## src/rtl/date_sequencer.sv

```systemverilog
`default_nettype none
// ============================================================================
// Module      : date_sequencer
// Description : Alternates two fixed six-digit dates (A = 110399, B = 101798)
//               on six seven-segment code outputs. A blank interval separates
//               every change of date. Dates advance on a timed dwell (auto
//               mode) or on a pushbutton press (either mode).
//               Optional pushbutton debounce: define
//               DATE_SEQUENCER_DEBOUNCE_EN.
// Revision    : 1.0 - initial release
// ============================================================================
module date_sequencer #(
    parameter int DWELL_CYCLES    = 50000000,
    parameter int BLANK_CYCLES    = 5000000,
    parameter int DEBOUNCE_CYCLES = 1000000
) (
    input  logic       CLOCK_50,
    input  logic       RESET_N,
    input  logic       btn_next_n,
    input  logic       mode_auto,
    output logic [4:0] d5,
    output logic [4:0] d4,
    output logic [4:0] d3,
    output logic [4:0] d2,
    output logic [4:0] d1,
    output logic [4:0] d0,
    output logic       sel,
    output logic       blanking
);

    // ------------------------------------------------------------------------
    // Constants
    // ------------------------------------------------------------------------
    // The dwell counter serves both SHOW and BLANK, so it is sized for the
    // longer of the two. It never counts past (duration - 1), so it cannot wrap.
    localparam int MAX_CYCLES = (DWELL_CYCLES > BLANK_CYCLES) ? DWELL_CYCLES : BLANK_CYCLES;
    localparam int CNT_W      = (MAX_CYCLES > 1) ? $clog2(MAX_CYCLES) : 1;

    localparam logic [CNT_W-1:0] DWELL_LAST = CNT_W'(DWELL_CYCLES - 1);
    localparam logic [CNT_W-1:0] BLANK_LAST = CNT_W'(BLANK_CYCLES - 1);

    // Digit images, d5 in the most significant field
    localparam logic [29:0] DATE_A     = {5'd1, 5'd1, 5'd0, 5'd3, 5'd9, 5'd9};
    localparam logic [29:0] DATE_B     = {5'd1, 5'd0, 5'd1, 5'd7, 5'd9, 5'd8};
    localparam logic [29:0] BLANK_CODE = {6{5'h1F}};

    // Reject degenerate durations at elaboration rather than building a
    // counter that compares against a negative terminal value.
    if (DWELL_CYCLES < 1 || BLANK_CYCLES < 1 || DEBOUNCE_CYCLES < 1) begin : g_param_check
        $error("date_sequencer: all cycle parameters must be >= 1");
    end

    typedef enum logic [0:0] {
        ST_SHOW  = 1'b0,
        ST_BLANK = 1'b1
    } state_t;

    // ------------------------------------------------------------------------
    // Input conditioning: synchronizers, arming, optional debounce, edge detect
    // ------------------------------------------------------------------------
    logic       btn_s1_q,   btn_s1_d;
    logic       btn_s2_q,   btn_s2_d;
    logic       mode_s1_q,  mode_s1_d;
    logic       mode_s2_q,  mode_s2_d;
    logic [1:0] prime_q,    prime_d;
    logic       armed_q,    armed_d;
    logic       btn_prev_q, btn_prev_d;
    logic       btn_level;
    logic       btn_event;

`ifdef DATE_SEQUENCER_DEBOUNCE_EN
    localparam int                DB_W    = (DEBOUNCE_CYCLES > 1) ? $clog2(DEBOUNCE_CYCLES) : 1;
    localparam logic [DB_W-1:0]   DB_LAST = DB_W'(DEBOUNCE_CYCLES - 1);

    logic            btn_db_q, btn_db_d;
    logic [DB_W-1:0] db_cnt_q, db_cnt_d;

    assign btn_level = btn_db_q;
`else
    assign btn_level = btn_s2_q;
`endif

    // A press only counts once a genuine released (high) sample has reached
    // the synchronizer output since reset. The synchronizer flops reset to
    // "released", so without this a button held through reset release would
    // look like a fresh falling edge.
    assign btn_event = armed_q & btn_prev_q & ~btn_level;

    // Next-state of the synchronizers, arming logic, debounce and edge history
    always_comb begin
        btn_s1_d   = btn_next_n;
        btn_s2_d   = btn_s1_q;
        mode_s1_d  = mode_auto;
        mode_s2_d  = mode_s1_q;
        // prime_q[1] is set once btn_s2_q holds a real pin sample, not reset fill
        prime_d    = {prime_q[0], 1'b1};
        armed_d    = armed_q | (prime_q[1] & btn_s2_q);
        btn_prev_d = btn_level;
`ifdef DATE_SEQUENCER_DEBOUNCE_EN
        btn_db_d = btn_db_q;
        db_cnt_d = '0;
        // Accept a new level only after it has differed from the accepted
        // level for DEBOUNCE_CYCLES consecutive samples; any return resets.
        if (btn_s2_q != btn_db_q) begin
            if (db_cnt_q == DB_LAST) begin
                btn_db_d = btn_s2_q;
            end else begin
                db_cnt_d = db_cnt_q + 1'b1;
            end
        end
`endif
    end

    // Input-conditioning registers; button-path flops reset to released (1)
    always_ff @(posedge CLOCK_50 or negedge RESET_N) begin
        if (!RESET_N) begin
            btn_s1_q   <= 1'b1;
            btn_s2_q   <= 1'b1;
            mode_s1_q  <= 1'b0;
            mode_s2_q  <= 1'b0;
            prime_q    <= 2'b00;
            armed_q    <= 1'b0;
            btn_prev_q <= 1'b1;
`ifdef DATE_SEQUENCER_DEBOUNCE_EN
            btn_db_q   <= 1'b1;
            db_cnt_q   <= '0;
`endif
        end else begin
            btn_s1_q   <= btn_s1_d;
            btn_s2_q   <= btn_s2_d;
            mode_s1_q  <= mode_s1_d;
            mode_s2_q  <= mode_s2_d;
            prime_q    <= prime_d;
            armed_q    <= armed_d;
            btn_prev_q <= btn_prev_d;
`ifdef DATE_SEQUENCER_DEBOUNCE_EN
            btn_db_q   <= btn_db_d;
            db_cnt_q   <= db_cnt_d;
`endif
        end
    end

    // ------------------------------------------------------------------------
    // SHOW / BLANK sequencer
    // ------------------------------------------------------------------------
    state_t           state_q, state_d;
    logic [CNT_W-1:0] cnt_q,   cnt_d;
    logic             sel_q,   sel_d;

    // Next-state: a press always wins over dwell expiry, so a coincident
    // press and expiry produce exactly one BLANK and one sel toggle.
    always_comb begin
        state_d = state_q;
        cnt_d   = cnt_q;
        sel_d   = sel_q;
        case (state_q)
            ST_SHOW: begin
                if (btn_event) begin
                    state_d = ST_BLANK;
                    cnt_d   = '0;
                end else if (mode_s2_q) begin
                    if (cnt_q == DWELL_LAST) begin
                        state_d = ST_BLANK;
                        cnt_d   = '0;
                    end else begin
                        cnt_d = cnt_q + 1'b1;
                    end
                end else begin
                    // Manual mode: no dwell in progress
                    cnt_d = '0;
                end
            end
            ST_BLANK: begin
                // Presses here are dropped; BLANK always runs to completion
                if (cnt_q == BLANK_LAST) begin
                    state_d = ST_SHOW;
                    sel_d   = ~sel_q;
                    cnt_d   = '0;
                end else begin
                    cnt_d = cnt_q + 1'b1;
                end
            end
            default: begin
                state_d = ST_SHOW;
                cnt_d   = '0;
            end
        endcase
    end

    // Sequencer state registers
    always_ff @(posedge CLOCK_50 or negedge RESET_N) begin
        if (!RESET_N) begin
            state_q <= ST_SHOW;
            cnt_q   <= '0;
            sel_q   <= 1'b0;
        end else begin
            state_q <= state_d;
            cnt_q   <= cnt_d;
            sel_q   <= sel_d;
        end
    end

    // ------------------------------------------------------------------------
    // Outputs: decoded purely from registered state and sel
    // ------------------------------------------------------------------------
    logic [29:0] digits;

    // Select the digit image for the current state and date index
    always_comb begin
        digits = DATE_A;
        if (state_q == ST_BLANK) begin
            digits = BLANK_CODE;
        end else if (sel_q) begin
            digits = DATE_B;
        end
    end

    assign {d5, d4, d3, d2, d1, d0} = digits;
    assign sel      = sel_q;
    assign blanking = (state_q == ST_BLANK);

endmodule
`default_nettype wire

```

## config.mk

```make
export PLATFORM = sky130hd
export DESIGN_NAME = date_sequencer
export DESIGN_NICKNAME = d
export VERILOG_FILES = /design/src/rtl/date_sequencer.sv
export SDC_FILE = /design/constraint.sdc
export NUM_CORES = 1
export LEC_CHECK = 0
export BUFFER_PORTS_ARGS = -buffer_cell sky130_fd_sc_hd__buf_2
export CAP_MARGIN = 10
export CORE_ASPECT_RATIO = 1.2
export CORE_MARGIN = 1
export CORE_UTILIZATION = 50
export DETAILED_ROUTE_END_ITERATION = 16
export GPL_ROUTABILITY_DRIVEN = 0
export PLACE_DENSITY = 0.75
export SLEW_MARGIN = 25
export SYNTH_ARGS = -nofsm -noshare
export SYNTH_HDL_FRONTEND = slang
export SYNTH_SLANG_ARGS = --single-unit
```

## constraint.sdc

```tcl
create_clock -name CLOCK_50 -period 2.1 [get_ports CLOCK_50]
set_input_delay 0.105 -clock CLOCK_50 [delete_from_list [all_inputs] [get_ports CLOCK_50]]
set_output_delay 0.105 -clock CLOCK_50 [all_outputs]
set_load 0.02 [all_outputs]
```

==> run summary, run 1 <==
Cells with a size suffix above 1 make up 30.9% of the layout. The design draws 1.63 mW. Setup violations remaining at the end of the flow were counted as 0. The first-pass GRT wire length was 7180 microns; the count of flip-flops with a built-in enable after synthesis was 0. The die covers 4350 sq um. The tools report the H-tree level count as 2.

Number of core rows: 25. The worst-case vdd ir drop was 0.461 mV; the number of antenna-violating nets in the routed design was 0. For this design the static power due to leakage is 1.03 nW. The initial utilization of the core area, before any placement, comes to 51.9%. Timing analysis after detailed placement gives a worst setup slack of 0.0447 ns. By count the netlist is led by 33 x sky130_fd_sc_hd__dfrtp_1, 30 x sky130_fd_sc_hd__buf_4, 15 x sky130_fd_sc_hd__a21oi_1. After detailed routing, the number of vias per cell comes to 5.60. The worst endpoint required time is 2.26 ns, and the highest attainable clock frequency is 483 MHz. The worst setup skew after layout was 0.00744 ns. The tools report the final hold violation count as 0. In this run the power density over the cells is 696 nW/um^2. STA puts the critical path data arrival time at 2.23 ns. For this run, asynchronously set or reset flops after synthesis account for 100%. Average detailed-routed wire length per instance: 14.6 microns. The first routing iteration left 103 violations. Number of buffer and inverter instances along the worst setup path: 1. The critical path goes through or4b_1 -> or4_4 -> o211ai_4 -> buf_12 -> a22oi_1. In this design, the stage delay of the slowest critical-path cell is 0.52 ns. Mean area per synthesized cell: 9.99 sq um. The final max-slew violation count was 0; the headroom to the max-slew limit was 46.7%.

The tools report the worst setup margin as 0.0311 ns. For this run, the detailed router's first-pass iteration total came to 4. Entering global routing, the biggest net connects 37 pins. The total standard cell area after synthesis was 2050 sq um.

For this run, the register share of the synthesized area comes to 44.2%. The number of global-route vias before repair is 1510. The post-route minimum period is 2.07 ns, and the number of I/O pins is 36. The largest area contributor in the synthesized netlist is sky130_fd_sc_hd__dfrtp_1.

Insertion delay to the later sink of the worst-skew pair: 0.29 ns. The worst hold path belongs to the class reg -> reg. The number of antenna diodes in the final layout is 0. By instance count, the leading cell after synthesis is sky130_fd_sc_hd__dfrtp_1. The initial antenna violation count is 0.

The run finished with clean final reports. The floorplan step set the die width to 60.4 microns. Summed over all layers, the global routing overflow is 0.

The routed layout has 1623 vias. The worst setup path is of the reg -> reg kind. For this run, the leading register cell type out of synthesis is sky130_fd_sc_hd__dfrtp_1. The final layout contains 241 nets.

Setup repair after global routing could not meet its margin everywhere. Input and output buffers added on the ports amount to 29. The number of register bits inferred by synthesis is 36, and the number of buffers inserted during clock tree synthesis is 5. The number of maximum-capacitance constraint violations was 0. TritonCTS built the clock tree.

The run gives 40 as the unique cell type count in the Yosys netlist. Broken down by cell family, the worst path's largest delay share belongs to simple AND/OR/NAND/NOR gates. The worst setup path is captured at a flip-flop.

The critical path launch point type is a flip-flop. The longest clock path from root to sink contains 2 buffers. Ranked by total cell area, the synthesized netlist is headed by sky130_fd_sc_hd__dfrtp_1 40%, sky130_fd_sc_hd__buf_4 11%, sky130_fd_sc_hd__xnor2_1 4.3%.

Yosys printed 0 warnings. From bottom edge to top edge, the die measures 72.1 microns. Detailed placement ended at an HPWL of 2910 microns.

In this run the standard cell core region covers 3940 sq um. Synthesized instance count: 205. The clock-pin transition on the worst setup and hold timing paths was 0.07 ns; the total DRC errors in the routed layout was 0.

From synthesis to final layout, the design area changed by 14.5%. The critical-path cell with the highest stage delay is sky130_fd_sc_hd__or4b_1. The critical-path maximum fanout is 25. CTS placed an instance of sky130_fd_sc_hd__clkbuf_8 at the clock tree root. The pin slew with the least headroom to its limit was 0.799 ns; the post-route fraction of the period consumed by the critical path was 98.5%.

The top cell type by area accounts for 40.3% of the synthesized area. The logs give 4230 microns for the final wirelength and 36 for the number of clock sinks. For the global router's overall resource usage, the log shows 22.3%.
-- layer usage --
metal / GRT usage [%] / routed length, microns
met5: 0 / 0
met2: 34.4 / 2110
met4: 9.09 / 134
met3: 5.88 / 251
met1: 29.3 / 1730
-- flip-flops by register name, summed over array words and instances, names as in the netlist --
| signal | count |
|---|---|
| sel | 1 |
| blanking | 1 |
| btn_level | 1 |
| prime_q | 2 |
| btn_s1_q | 1 |
| cnt_q | 26 |
| mode_s2_q | 1 |
| btn_prev_q | 1 |
| armed_q | 1 |
| mode_s1_q | 1 |
-- timing repair --
item	in CTS	in global routing
setup buffers	0	0
endpoints found under the setup margin	0	20
gates resized for setup	0	4
hold endpoints to repair	35	0
hold buffers	3	0
-- path summary, 6_finish.rpt --
check	cells after the start	slack [ns]	to	start
worst max-delay path	5	0.03	cnt_q[23]$_DFF_PN0_	cnt_q[16]$_DFF_PN0_
worst min-delay path	0	0.34	mode_s2_q$_DFF_PN0_	mode_s1_q$_DFF_PN0_
worst max register to register	5	0.03	cnt_q[23]$_DFF_PN0_	cnt_q[16]$_DFF_PN0_
worst min register to register	0	0.34	mode_s2_q$_DFF_PN0_	mode_s1_q$_DFF_PN0_
max in group asynchronous	2	1.16	cnt_q[3]$_DFF_PN0_	RESET_N
min in group asynchronous	2	0.43	blanking$_DFF_PN0_	RESET_N
-- where the power goes --
part | internal, mW | switching (mW)
registers | 0.768 | 0.0567
clock network | 0.262 | 0.247
logic | 0.134 | 0.165
-- cells by family after synthesis --
kind of cell	after synthesis	synth area share (%)
AOI/OAI and AO/OA	40	13.2
buffers and inverters	42	14.1
xor gates and xnor gates	15	6.42
and+or+nand+nor	69	20.7
other	1	0.183
adders and majority gates	2	1.22
DFF	36	44.2
-- stage by stage --
stage / std cells / cell area [sq um] / TNS [ns] / hold slack [ns] / utilization (%)
after floorplan: 211 / 2070 / 0 / -0.191 / -
after global placement: 279 / 2200 / 0 / 0.209 / 55.9
after detailed placement: 279 / 2200 / 0 / 0.211 / 55.9
after CTS: 290 / 2330 / 0 / 0.354 / 59.0
after global routing: 290 / 2340 / -0.376 / 0.371 / 59.5
final: 290 / 2340 / 0 / 0.344 / 59.5
-- final cells by class --
type	count	area [sq um]
fillers	331	1600
flip-flops and latches	36	905
multi-input cells	133	896
repair buffers	54	365
clock buffers	6	82.6
well taps	54	67.6
inverters	5	18.8
clock inverters	2	10.0
-- layout by cell type (no fill, tap or decap), drive strengths merged, types with 2 or more instances in the layout --
cell,netlist,final
o21ai,8,8
and3,4,4
xnor2,10,10
dfrtp,33,33
a22oi,10,10
xor2,5,5
or4,7,7
nor4,5,5
inv,5,5
nand3b,2,2
dfstp,3,3
or3,5,5
ha,2,2
nor3,5,5
nand4,9,9
dlygate4sd3,0,3
nor4bb,3,3
nor2,2,2
clkbuf,4,6
clkinv,0,2
o31ai,3,3
a21oi,15,15
nand2,11,11
nand3,10,10
conb,1,7
buf,33,51
Power figures use the tool's default switching activity.
==> run 2, diff against run 1 <==
--- a/config.mk
+++ b/config.mk
@@ -9,10 +9,10 @@
 export CAP_MARGIN = 10
 export CORE_ASPECT_RATIO = 1.2
 export CORE_MARGIN = 1
-export CORE_UTILIZATION = 50
+export CORE_UTILIZATION = 24
+export CTS_CLUSTER_DIAMETER = 30
 export DETAILED_ROUTE_END_ITERATION = 16
 export GPL_ROUTABILITY_DRIVEN = 0
-export PLACE_DENSITY = 0.75
 export SLEW_MARGIN = 25
 export SYNTH_ARGS = -nofsm -noshare
 export SYNTH_HDL_FRONTEND = slang
==> run 2 against run 1 <==
Effect of this change:
- global-route usage down 12 points
- combinational power up 30%
- die area increased by 100%
- non-clock buffer count increased by 7
- hold slack gained 0.0055 ns
- maximum frequency down 0.54%
- critical path depth is the same
- wire length fell by 1.2%
- utilization is 29 points lower
- worst setup slack got worse by 0.011 ns
- clock power about the same
- register-to-register slack about the same
- largest cell class unchanged
==> run summary, run 2 (synthesized netlist as in run 1, its figures left out) <==
The tools report the final wirelength as 4180 microns (was 4230 microns). The number of I/O pins is 36 (unchanged), and the average detailed-routed wire length per instance is 11.7 microns (was 14.6 microns). The post-route minimum period is 2.08 ns (was 2.07 ns), and the number of filler instances in the final layout is 875 (was 331). The run gives 2.24 ns (was 2.23 ns) as the critical path arrival.

The overall power after layout was 1.72 mW (was 1.63 mW). The reported leakage power was 1.06 nW (was 1.03 nW). For the final max-slew violation count, the log shows 0 (unchanged). The tools report the headroom to the max-slew limit as 48.6% (was 46.7%). TritonCTS built the clock tree.

The logs give 248 (was 241) for the final net count and 481 MHz (was 483 MHz) for the highest attainable clock frequency. Count of routing violations after the opening detailed-route iteration: 62 (was 103). The logs give 0.350 ns (was 0.344 ns) for the worst hold slack after final layout and 25.0% (was 51.9%) for the initial standard-cell utilization of the core. First-pass GRT wire length: 7090 microns (was 7180 microns). Type of element capturing the critical path: a flip-flop (unchanged). Number of antenna-violating nets in the routed design: 0 (unchanged). List of cells traversed by the critical path: or4b_1 -> or4_4 -> o211ai_4 -> buf_12 -> a22oi_1 (unchanged). The global router's overall resource usage was 10.3% (was 22.3%); the pin slew with the least headroom to its limit was 0.772 ns (was 0.799 ns).

The area growth from synthesis to final layout was 21.7% (was 14.5%). The number of buffer and inverter instances along the worst setup path was 1 (unchanged); the initial antenna violation count was 0 (unchanged). The classification of the worst-slack hold path is reg -> reg (unchanged). The final setup violation count came out at 0 (unchanged). The tools report the clock root buffer as sky130_fd_sc_hd__clkbuf_8 (unchanged). Delay of the slowest cell on the worst path: 0.51 ns (was 0.52 ns). Commonest cells after routing, fill and taps aside: 33 x sky130_fd_sc_hd__dfrtp_1, 29 x sky130_fd_sc_hd__buf_2, 24 x sky130_fd_sc_hd__buf_4, 15 x sky130_fd_sc_hd__a21oi_1, 11 x sky130_fd_sc_hd__nand2_1 (was 33 x sky130_fd_sc_hd__dfrtp_1, 29 x sky130_fd_sc_hd__buf_2, 20 x sky130_fd_sc_hd__buf_4, 15 x sky130_fd_sc_hd__a21oi_1, 11 x sky130_fd_sc_hd__nand2_1). The critical path launch point type was a flip-flop (unchanged). Setup repair after global routing could not meet its margin everywhere. The via total after detailed routing came out at 1598 (was 1623).

The total power divided by cell area was 689 nW/um^2 (was 696 nW/um^2). The logs give 0 (unchanged) for the total DRC errors in the routed layout and 4 (unchanged) for the number of iterations in the first detailed-routing pass. The tools report the antenna diode count as 0 (unchanged).

The critical-path maximum fanout came out at 25 (unchanged). The post-route fraction of the period consumed by the critical path is 99.0% (was 98.5%). Top register by number of flip-flops: cnt_q (unchanged).

The largest net degree at the start of global routing is 37 (unchanged). The number of global-route vias before repair is 1521 (was 1510), and the area of the die is 8900 sq um (was 4350 sq um). The overflow left after global routing was 0 (unchanged); the routed via count divided by cell count was 4.48 (was 5.60). The flow ran to the end, and the final reports show no timing, DRC or antenna violations. The clock-pin transition on the worst setup and hold timing paths was 0.07 ns (about the same). The count of buffers from port buffering is 29 (unchanged). The number of buffers inserted during clock tree synthesis is 5 (unchanged). The worst-case vdd ir drop was 0.232 mV (was 0.461 mV); the number of core rows was 36 (was 25). The tools report the H-tree level count as 2 (unchanged).

The run gives 36 (unchanged) as the number of clock sinks. The critical-path cell with the highest stage delay is sky130_fd_sc_hd__or4b_1 (unchanged). The tools report the number of buffers on the longest clock path as 2 (unchanged). The most common library cell in the layout ignoring fill and taps is sky130_fd_sc_hd__dfrtp_1 (unchanged). Cell class contributing the biggest share of worst-path delay: simple AND/OR/NAND/NOR gates (unchanged).

The insertion delay to the later sink of the worst-skew pair came out at 0.29 ns (about the same). The number of maximum-capacitance constraint violations came out at 0 (unchanged). The placed wire-length estimate after detailed placement is 3040 microns (was 2910 microns), and the worst setup skew after layout is 0.00564 ns (was 0.00744 ns). The run gives 2.26 ns (about the same) as the worst endpoint required time. The number of flip-flops under the largest register name is 26 (unchanged). The die height is 103 microns (was 72.1 microns). Class of the most critical setup path: reg -> reg (unchanged). The tools report the final hold violation count as 0 (unchanged). Die outline width: 86.3 microns (was 60.4 microns). The fraction of layout cells with a size suffix above 1 is 31.7% (was 30.9%), and the standard cell core area is 8200 sq um (was 3940 sq um). Regs by FF count: cnt_q x26, prime_q x2 (unchanged).
[run 2: stage by stage]
stage | area [sq um] | utilization, % | cells | TNS [ns] | worst slack, ns
after CTS | 2450 | 29.9 | 354 | 0 | 0.00238
after floorplan | 2070 | - | 211 | 0 | 0.0772
final | 2490 | 30.4 | 357 | 0 | 0.0200
after global routing | 2490 | 30.4 | 357 | -0.739 | -0.0712
after detailed placement | 2320 | 28.3 | 343 | 0 | 0.00667
after global placement | 2320 | 28.3 | 343 | 0 | 0.0514
[run 2: layout make-up]
| cell class | count | area, sq um | share of cell area (%) |
|---|---|---|---|
| multi-input cells | 133 | 885 | 35.5 |
| inverters | 5 | 18.8 | 0.753 |
| clock inverters | 1 | 7.51 | 0.301 |
| repair buffers | 61 | 447 | 17.9 |
| well taps | 114 | 143 | 5.73 |
| flip-flops and latches | 36 | 905 | 36.3 |
| clock buffers | 7 | 86.3 | 3.47 |
[run 2: path summary, 6_finish.rpt]
path	from	end	slack, ns	cells after the start
setup / recovery	cnt_q[10]$_DFF_PN0_	cnt_q[22]$_DFF_PN0_	0.02	5
min in group asynchronous	RESET_N	cnt_q[25]$_DFF_PN0_	0.44	2
hold reg to reg	mode_s1_q$_DFF_PN0_	mode_s2_q$_DFF_PN0_	0.35	0
hold / removal	mode_s1_q$_DFF_PN0_	mode_s2_q$_DFF_PN0_	0.35	0
max in group asynchronous	RESET_N	prime_q[0]$_DFF_PN0_	1.18	2
setup reg to reg	cnt_q[10]$_DFF_PN0_	cnt_q[22]$_DFF_PN0_	0.02	5
[run 2: metal layers]
layer	global-route usage (%)	wire length, microns	vias up
met2	17.7	2120	36
met4	4.74	77	0
li1	-	-	782
met5	0	0	-
met3	2.64	156	9
met1	11.9	1820	771
[run 2: repair_timing]
item                                    in CTS  in global routing
pin swaps                                    0                  1
endpoints found under the setup margin       1                 26
endpoints found under the hold margin       35                  0
cloned                                       0                  0
buffers inserted                             0                  3
hold buffers                                 3                  0
resized for setup                            1                  2
[run 2: power by group]
| group | total (mW) | switching (mW) | internal [mW] |
|---|---|---|---|
| Combinational | 0.388 | 0.183 | 0.205 |
| Clock | 0.508 | 0.242 | 0.266 |
| Sequential | 0.820 | 0.0519 | 0.768 |
